## src/rtl/carus_mem_arb_pkg.sv

```systemverilog
// rtl/carus_mem_arb_pkg.sv - shared types and constants for the Carus bank front-end arbiter
package carus_mem_arb_pkg;

    localparam int NUM_PORTS = 2;

    typedef enum logic [1:0] {
        ACTIVE = 2'd0,
        DRAIN  = 2'd1,
        RET    = 2'd2,
        WAKE   = 2'd3
    } state_e;

    typedef logic port_id_t;

endpackage

```

## src/rtl/carus_rr_arb2.sv

```systemverilog
// rtl/carus_rr_arb2.sv - two-input round-robin arbiter favouring the port that did not win last
module carus_rr_arb2
    import carus_mem_arb_pkg::*;
(
    input  logic [NUM_PORTS-1:0] req,
    input  logic                 en,
    input  port_id_t             last_q,
    output logic [NUM_PORTS-1:0] gnt,
    output port_id_t             id
);

    always_comb begin
        id  = 1'b0;
        gnt = '0;
        if (req == 2'b11) begin
            id = ~last_q;
        end else if (req[1]) begin
            id = 1'b1;
        end
        if (en && (|req)) begin
            gnt[id] = 1'b1;
        end
    end

endmodule

```

## src/rtl/carus_mem_arbiter.sv

```systemverilog
// rtl/carus_mem_arbiter.sv - two-port round-robin front-end for one Carus SRAM bank with retention sequencing
module carus_mem_arbiter
    import carus_mem_arb_pkg::*;
#(
    parameter  int NUM_WORDS   = 1024,
    parameter  int WAKE_CYCLES = 4,
    localparam int AddrWidth   = (NUM_WORDS > 1) ? $clog2(NUM_WORDS) : 1
) (
    input  logic                 clk_i,
    input  logic                 rst_i,
    input  logic                 m0_req_i,
    output logic                 m0_gnt_o,
    input  logic                 m0_we_i,
    input  logic [AddrWidth-1:0] m0_addr_i,
    input  logic [31:0]          m0_wdata_i,
    input  logic [3:0]           m0_be_i,
    output logic                 m0_rvalid_o,
    output logic [31:0]          m0_rdata_o,
    input  logic                 m1_req_i,
    output logic                 m1_gnt_o,
    input  logic                 m1_we_i,
    input  logic [AddrWidth-1:0] m1_addr_i,
    input  logic [31:0]          m1_wdata_i,
    input  logic [3:0]           m1_be_i,
    output logic                 m1_rvalid_o,
    output logic [31:0]          m1_rdata_o,
    output logic                 sram_req_o,
    output logic                 sram_we_o,
    output logic [AddrWidth-1:0] sram_addr_o,
    output logic [31:0]          sram_wdata_o,
    output logic [3:0]           sram_be_o,
    input  logic [31:0]          sram_rdata_i,
    output logic                 set_retentive_no,
    input  logic                 ret_req_i,
    output logic                 ret_ack_o
);

    localparam int CntWidth = (WAKE_CYCLES > 1) ? $clog2(WAKE_CYCLES) : 1;
    localparam logic [CntWidth-1:0] WakeLoad = CntWidth'(WAKE_CYCLES - 1);

    state_e                state_q, state_nxt;
    logic [CntWidth-1:0]   wake_q, wake_nxt;
    logic                  pending_q;
    logic                  read_q;
    port_id_t              owner_q;
    port_id_t              last_q;

    logic                  grant_en;
    logic [NUM_PORTS-1:0]  gnt;
    port_id_t              id;
    logic                  granted;
    logic                  rvalid;
    logic [31:0]           resp_data;

    carus_rr_arb2 u_rr_arb (
        .req    ({m1_req_i, m0_req_i}),
        .en     (grant_en),
        .last_q (last_q),
        .gnt    (gnt),
        .id     (id)
    );

    always_ff @(posedge clk_i) begin
        if (rst_i) begin
            state_q   <= ACTIVE;
            wake_q    <= '0;
            pending_q <= 1'b0;
            read_q    <= 1'b0;
            owner_q   <= 1'b0;
            last_q    <= 1'b1;
        end else begin
            state_q   <= state_nxt;
            wake_q    <= wake_nxt;
            pending_q <= granted;
            if (granted) begin
                owner_q <= id;
                last_q  <= id;
                read_q  <= ~sram_we_o;
            end
        end
    end

    always_comb begin
        state_nxt = state_q;
        wake_nxt  = wake_q;
        unique case (state_q)
            ACTIVE: if (ret_req_i) state_nxt = DRAIN;
            // Releasing the retention request aborts the drain before the bank is ever put to sleep.
            DRAIN: begin
                if (!ret_req_i)      state_nxt = ACTIVE;
                else if (!pending_q) state_nxt = RET;
            end
            RET: begin
                if (!ret_req_i) begin
                    state_nxt = WAKE;
                    wake_nxt  = WakeLoad;
                end
            end
            WAKE: begin
                if (wake_q == '0) state_nxt = ACTIVE;
                else              wake_nxt  = wake_q - 1'b1;
            end
            default: state_nxt = ACTIVE;
        endcase
    end

    always_comb begin
        grant_en         = (state_q == ACTIVE) && !ret_req_i && !rst_i;
        set_retentive_no = rst_i || (state_q != RET);
        ret_ack_o        = !rst_i && (state_q == RET);
    end

    assign granted  = |gnt;
    assign m0_gnt_o = gnt[0];
    assign m1_gnt_o = gnt[1];

    always_comb begin
        sram_req_o   = granted;
        sram_we_o    = 1'b0;
        sram_addr_o  = '0;
        sram_wdata_o = '0;
        sram_be_o    = '0;
        if (granted) begin
            sram_we_o    = id ? m1_we_i    : m0_we_i;
            sram_addr_o  = id ? m1_addr_i  : m0_addr_i;
            sram_wdata_o = id ? m1_wdata_i : m0_wdata_i;
            sram_be_o    = id ? m1_be_i    : m0_be_i;
        end
    end

    // Write acknowledgements return zero data so a stale bank output never leaks upstream.
    assign rvalid      = pending_q && !rst_i;
    assign resp_data   = read_q ? sram_rdata_i : 32'h0;
    assign m0_rvalid_o = rvalid && (owner_q == 1'b0);
    assign m1_rvalid_o = rvalid && (owner_q == 1'b1);
    assign m0_rdata_o  = m0_rvalid_o ? resp_data : 32'h0;
    assign m1_rdata_o  = m1_rvalid_o ? resp_data : 32'h0;

endmodule

```

## config.mk

```make
export PLATFORM = sky130hd
export DESIGN_NAME = carus_mem_arbiter
export DESIGN_NICKNAME = d
export VERILOG_FILES = /design/src/rtl/carus_mem_arb_pkg.sv /design/src/rtl/carus_rr_arb2.sv /design/src/rtl/carus_mem_arbiter.sv
export SDC_FILE = /design/constraint.sdc
export NUM_CORES = 1
export LEC_CHECK = 0
export BUFFER_PORTS_ARGS = -buffer_cell sky130_fd_sc_hd__buf_2
export CAP_MARGIN = 0
export CELL_PAD_IN_SITES_DETAIL_PLACEMENT = 1
export CELL_PAD_IN_SITES_GLOBAL_PLACEMENT = 1
export CORE_MARGIN = 1
export CORE_UTILIZATION = 15
export DETAILED_ROUTE_END_ITERATION = 16
export PLACE_DENSITY = 0.8
export SLEW_MARGIN = 40
export SYNTH_ARGS = -nofsm -noshare
export SYNTH_HDL_FRONTEND = slang
export SYNTH_HIERARCHICAL = 1
export SYNTH_SLANG_ARGS = --single-unit
```

## constraint.sdc

```tcl
create_clock -name clk_i -period 1.47 [get_ports clk_i]
set_clock_uncertainty 0.2 [all_clocks]
set_input_delay 0.147 -clock clk_i [delete_from_list [all_inputs] [get_ports clk_i]]
set_output_delay 0.147 -clock clk_i [all_outputs]
set_load 0.05 [all_outputs]
```

==> results_dict.tcl, run 1 <==
set metrics [dict create \
    timing.rr.end "last_q" \
    cts_hold_buf 0 \
    dieArea_sq_mm 0.0111 \
    synthCells 263 \
    timing.final.crit_share_pct 141 \
    place.gp.congestion 0.766 \
    num-fill-cells 1172 \
    hold_slack_ps 78.4 \
    hold_class "in2reg" \
    grt_util_all_layers_pct 21.2 \
    worstPathMaxFanout 13 \
    numPortBuffers 248 \
    drc_errors 0 \
    cts_root_buf "clkbuf_8" \
    ys_warn_count 6 \
    final_nets 681 \
    drive_above_1_share_pct 83.7 \
    cts_inserted_buffers 3 \
    status "finished with violations" \
    whs_path_depth 3 \
    core_sq_mm 0.0103 \
    r2r_cells 8 \
    worstSetupEndpointType "output pin" \
    crit_top_cell "nor2_4" \
    die_x_um 105 \
    layout_setup_ws_ps -606 \
    tightest_slew_ps 371 \
    fmax_mhz 482 \
    r2r-start "state_q[0]" \
    numClockSinks 8 \
    grt_pass1_wl_um 18300 \
    chipHeight_um 105 \
    power_density_mw_per_mm2 344 \
    cts_tree "done" \
    antenna_cells 0 \
    cap_violations 0 \
    syn_to_final_growth_pct 242 \
    gr-total-overflow 0 \
    routed_wl_um 12100 \
    final_util_pct 53.1 \
    syn_area_sq_mm 0.00160 \
    yosysSeqAreaShare_pct 10.0 \
    drt_iter0_markers 39 \
    avgRoutedWirePerCell_um 17.7 \
    start_kind "register" \
    synth_top_area_share_pct 29.4 \
    ir_drop_v 0.000240 \
    grt_pass1_vias 3449 \
    htreeDepth 1 \
    path_clk_slew_ps 40 \
    ios 249 \
    worst-path-buf-inv 2 \
    dp_hpwl_um 8450 \
    rsz0062_at_grt "yes" \
    yosysTopAreaCell "mux2i_1" \
    synthTopCellsByArea "mux2i_1 29%, nor2_1 20%, nor2_2 11%" \
    min_from "rst_i" \
    violations "negative setup slack" \
    path_delay_family "simple AND/OR/NAND/NOR gates" \
    grt_antenna_before_repair 0 \
    ys_types 25 \
    row_count 37 \
    vias_per_cell 4.36 \
    crit_path_top_delay_cell "dfxtp_2" \
    vias 2981 \
    clk_latency_ps 240 \
    path_class "reg2out" \
    clk_path_buf_depth 2 \
    drt_first_pass_iters 3 \
    syn_avg_cell_area_sq_um 6.08 \
    crit_chain "nor4_4 -> nand2_2 -> a21oi_4 -> nor2_4 -> buf_12 -> nor2_4 -> buf_6" \
    syn_nets 395 \
    slew_headroom_pct 75.2 \
    rrSetupSlack_ps -370 \
    cp.required_ps 1120 \
    crit_arrival_ps 1730 \
    yosys_register_bits 8 \
    p_leak_nw 2.22 \
    setup_violations 120 \
    final.min_clock_period_ps 2080 \
    slowest_delay_ps 320 \
    grt_max_degree 27 \
    ant_nets 0 \
    min_to "state_q[0]" \
    hold_viol_final 0 \
    final_max_slew_viol_count 0 \
    start_util_pct 15.5 \
]
-- worst max path at each step --
stage	start	end	slack (ps)	depth (start not counted)
2_1_floorplan	state_q[0]	sram_addr_o[3]	-580	6
3_3_place_gp	state_q[0]	sram_wdata_o[29]	-370	7
3_5_place_dp	last_q	sram_wdata_o[6]	-430	6
4_1_cts	state_q[0]	sram_wdata_o[21]	-590	7
5_1_grt	state_q[0]	sram_wdata_o[21]	-660	7
6_report	state_q[0]	sram_wdata_o[6]	-610	7
-- per-layer routing --
| layer | global-route usage (%) | wire, um |
|---|---|---|
| met2 | 45.7 | 7550 |
| met4 | 6.74 | 362 |
| met1 | 19.5 | 3570 |
| met3 | 3.09 | 636 |
| met5 | 0 | 0 |
-- cell usage in the layout, fill, tap and decap left out, drive strengths merged --
master / count
clkbuf: 3
ha: 1
or3b: 1
a21oi: 8
and2: 1
a211oi: 1
nand2: 40
mux2: 1
buf: 304
mux2i: 47
clkinvlp: 2
nor4: 1
a21boi: 1
nand3: 1
dfxtp: 8
nor2: 115
nor2b: 1
inv: 5
nand2b: 2
nand3b: 2
nor4bb: 1
a31o: 1
-- worst register-to-register path, stage by stage (launching register included) --
cell     delay, ps
dfxtp_2        320
nor4_4         310
nand2_2        120
a21oi_4        160
nor2_4         110
buf_12         170
buf_6          130
a21oi_2        130
nand2_1         60
-- per-stage QoR --
stage                     setup TNS, ps  power, W  instance area, sq um  cells  worst slack (ps)
final                            -50570   0.00189                  5480    683              -606
after global routing             -56800   0.00197                  5480    683              -656
after CTS                        -50700   0.00184                  5280    684              -586
after detailed placement         -35870   0.00137                  4170    670              -435
after global placement           -32880   0.00134                  4170    670              -370
after floorplan                  -35130  0.000994                  2520    263              -583
-- cells by family after synthesis --
family	count (synthesis)	share of synthesized area, %
simple gates	165	45.3
mux	48	30.1
buf+inv	30	9.62
compound gates	11	4.22
flops	8	10.0
fa+ha+maj	1	0.782
-- final cells by class --
cell class / count / area (sq um) / area share (%)
clock buffer: 3 / 41.3 / 0.754
tap: 136 / 170 / 3.11
sequential: 8 / 166 / 3.04
timing repair buffer: 304 / 2870 / 52.3
inverter: 7 / 38.8 / 0.708
multi-input combinational: 225 / 2200 / 40.1
-- cells in the mapped netlist --
cell type,instances
nor2_2,29
nor2_1,86
mux2_2,1
nor4bb_1,1
nor2b_1,1
nand3_1,1
a21oi_1,8
inv_1,7
dfxtp_1,8
buf_2,5
nand3b_1,2
a31o_2,1
clkbuf_2,1
mux2i_1,47
clkbuf_1,11
nor4_1,1
a211oi_1,1
nand2b_1,2
buf_4,3
or3b_1,1
ha_1,1
buf_6,3
and2_1,1
nand2_1,40
a21boi_2,1
-- power by group --
group / leakage, nW / internal (W) / total [W] / switching, W
Combinational: 2.13 / 0.000591 / 0.00137 / 0.000777
Sequential: 0.0666 / 0.000231 / 0.000243 / 0.0000114
Clock: 0.0216 / 0.000178 / 0.000275 / 0.0000967
-- timing repair --
action | in CTS | in global routing
buffers inserted | 8 | 8
pin swaps | 7 | 13
endpoints found under the setup margin | 122 | 123
gates resized for setup | 282 | 74
cloned | 3 | 0
No activity file was read; power rests on OpenSTA's default activity.
==> run 2: changes to the inputs <==
Settings changed: PLACE_DENSITY 0.8 to 0.84.
==> results_dict.tcl, run 2 (synthesis gave the netlist of run 1 again) <==
set metrics [dict create \
    routed_wl_um 11900 \
    hold_slack_ps 101 \
    crit_path_top_delay_cell "dfxtp_2" \
    num-fill-cells 1185 \
    clk_latency_ps 230 \
    final_cell_mix "130 x buf_2, 113 x nor2_4, 92 x buf_6" \
    final_common_cell "buf_2" \
    ir_drop_v 0.000317 \
    crit_top_cell "nor2_4" \
    chipHeight_um 105 \
    slowest_delay_ps 330 \
    hold_viol_final 0 \
    grt_antenna_before_repair 0 \
    layout_setup_ws_ps -617 \
    vias_per_cell 4.37 \
    worstPathMaxFanout 11 \
    dieArea_sq_mm 0.0111 \
    tightest_slew_ps 379 \
    cap_violations 0 \
    row_count 37 \
    drive_above_1_share_pct 80.3 \
    final_max_slew_viol_count 0 \
    avgRoutedWirePerCell_um 17.5 \
    multiInputGateArea_sq_mm 0.00211 \
    start_kind "register" \
    timing.final.crit_share_pct 142 \
    setup_violations 121 \
    rsz0062_at_grt "yes" \
    path_clk_slew_ps 40 \
    core_sq_mm 0.0103 \
    grt_pass1_wl_um 18300 \
    start_util_pct 15.5 \
    vias 2966 \
    worstSetupEndpointType "output pin" \
    violations "negative setup slack" \
    final_util_pct 51.4 \
    htreeDepth 1 \
    grt_pass1_vias 3411 \
    cts_tree "done" \
    die_x_um 105 \
    cp.required_ps 1120 \
    grt_max_degree 28 \
    worst-path-buf-inv 2 \
    place.gp.congestion 0.789 \
    drt_iter0_markers 69 \
    clk_path_buf_depth 2 \
    path_class "reg2out" \
    hold_class "in2reg" \
    final_nets 677 \
    drc_errors 0 \
    final.min_clock_period_ps 2090 \
    cts_inserted_buffers 3 \
    ios 249 \
    p_leak_nw 2.17 \
    power_density_mw_per_mm2 339 \
    numPortBuffers 248 \
    ant_nets 0 \
    gr-total-overflow 0 \
    cts_hold_buf 0 \
    drt_first_pass_iters 4 \
    status "finished with violations" \
    syn_to_final_growth_pct 231 \
    antenna_cells 0 \
    fmax_mhz 479 \
    dp_hpwl_um 8430 \
    path_delay_family "simple AND/OR/NAND/NOR gates" \
    seq_area_sq_um 166 \
    cts_root_buf "clkbuf_8" \
    numClockSinks 8 \
    grt_util_all_layers_pct 21.2 \
    crit_arrival_ps 1740 \
    slew_headroom_pct 74.7 \
    crit_chain "nor4_4 -> nand2_1 -> a21oi_4 -> nor2_4 -> buf_12 -> nor2_4 -> buf_6" \
]
-- run 2: final timing paths --
check | from | end | slack [ps] | depth (start not counted)
setup / recovery | state_q[0] | sram_wdata_o[17] | -620 | 7
hold / removal | rst_i | wake_q[0] | 100 | 3
setup reg to reg | state_q[0] | last_q | -410 | 8
hold reg to reg | wake_q[1] | wake_q[1] | 270 | 2
-- run 2: final cells by class --
type | count | area share (%)
Tap cell | 136 | 3.21
Clock buffer | 3 | 0.778
Timing Repair Buffer | 300 | 52.3
Inverter | 7 | 0.731
Multi-Input combinational cell | 225 | 39.9
Sequential cell | 8 | 3.14
-- run 2: worst min-delay path: stages --
cell and delay [ps]:
buf_2 140, buf_4 150, a211oi_2 40
-- run 2: routing by layer --
| layer | global-route usage, % | share of wire, % | vias to the layer above |
|---|---|---|---|
| met4 | 3.82 | 1.4 | 0 |
| met5 | 0 | 0 | - |
| met2 | 46.5 | 62 | 133 |
| met1 | 20.2 | 32 | 1420 |
| li1 | - | - | 1399 |
| met3 | 3.09 | 4.6 | 14 |
-- run 2: timing repair --
action	in CTS	in global routing
endpoints found under the setup margin	122	123
gates cloned	5	0
gates resized for setup	278	39
pin swaps	26	4
setup buffers	9	2
-- run 2: through the flow --
| step | power [W] | worst slack [ps] | setup TNS (ps) | cell area, sq um | instances |
|---|---|---|---|---|---|
| after floorplan | 0.000994 | -583 | -35130 | 2520 | 263 |
| after global placement | 0.00133 | -384 | -37560 | 4080 | 663 |
| after detailed placement | 0.00137 | -459 | -41290 | 4080 | 663 |
| after CTS | 0.00177 | -579 | -51280 | 5190 | 680 |
| after global routing | 0.00189 | -697 | -59170 | 5300 | 679 |
| final | 0.00180 | -617 | -51800 | 5300 | 679 |
-- run 2: power by group --
part | leakage [nW] | internal [W] | total, W | switching [W]
Sequential | 0.0666 | 0.000231 | 0.000242 | 0.0000111
Combinational | 2.09 | 0.000542 | 0.00129 | 0.000750
Clock | 0.0216 | 0.000177 | 0.000264 | 0.0000868
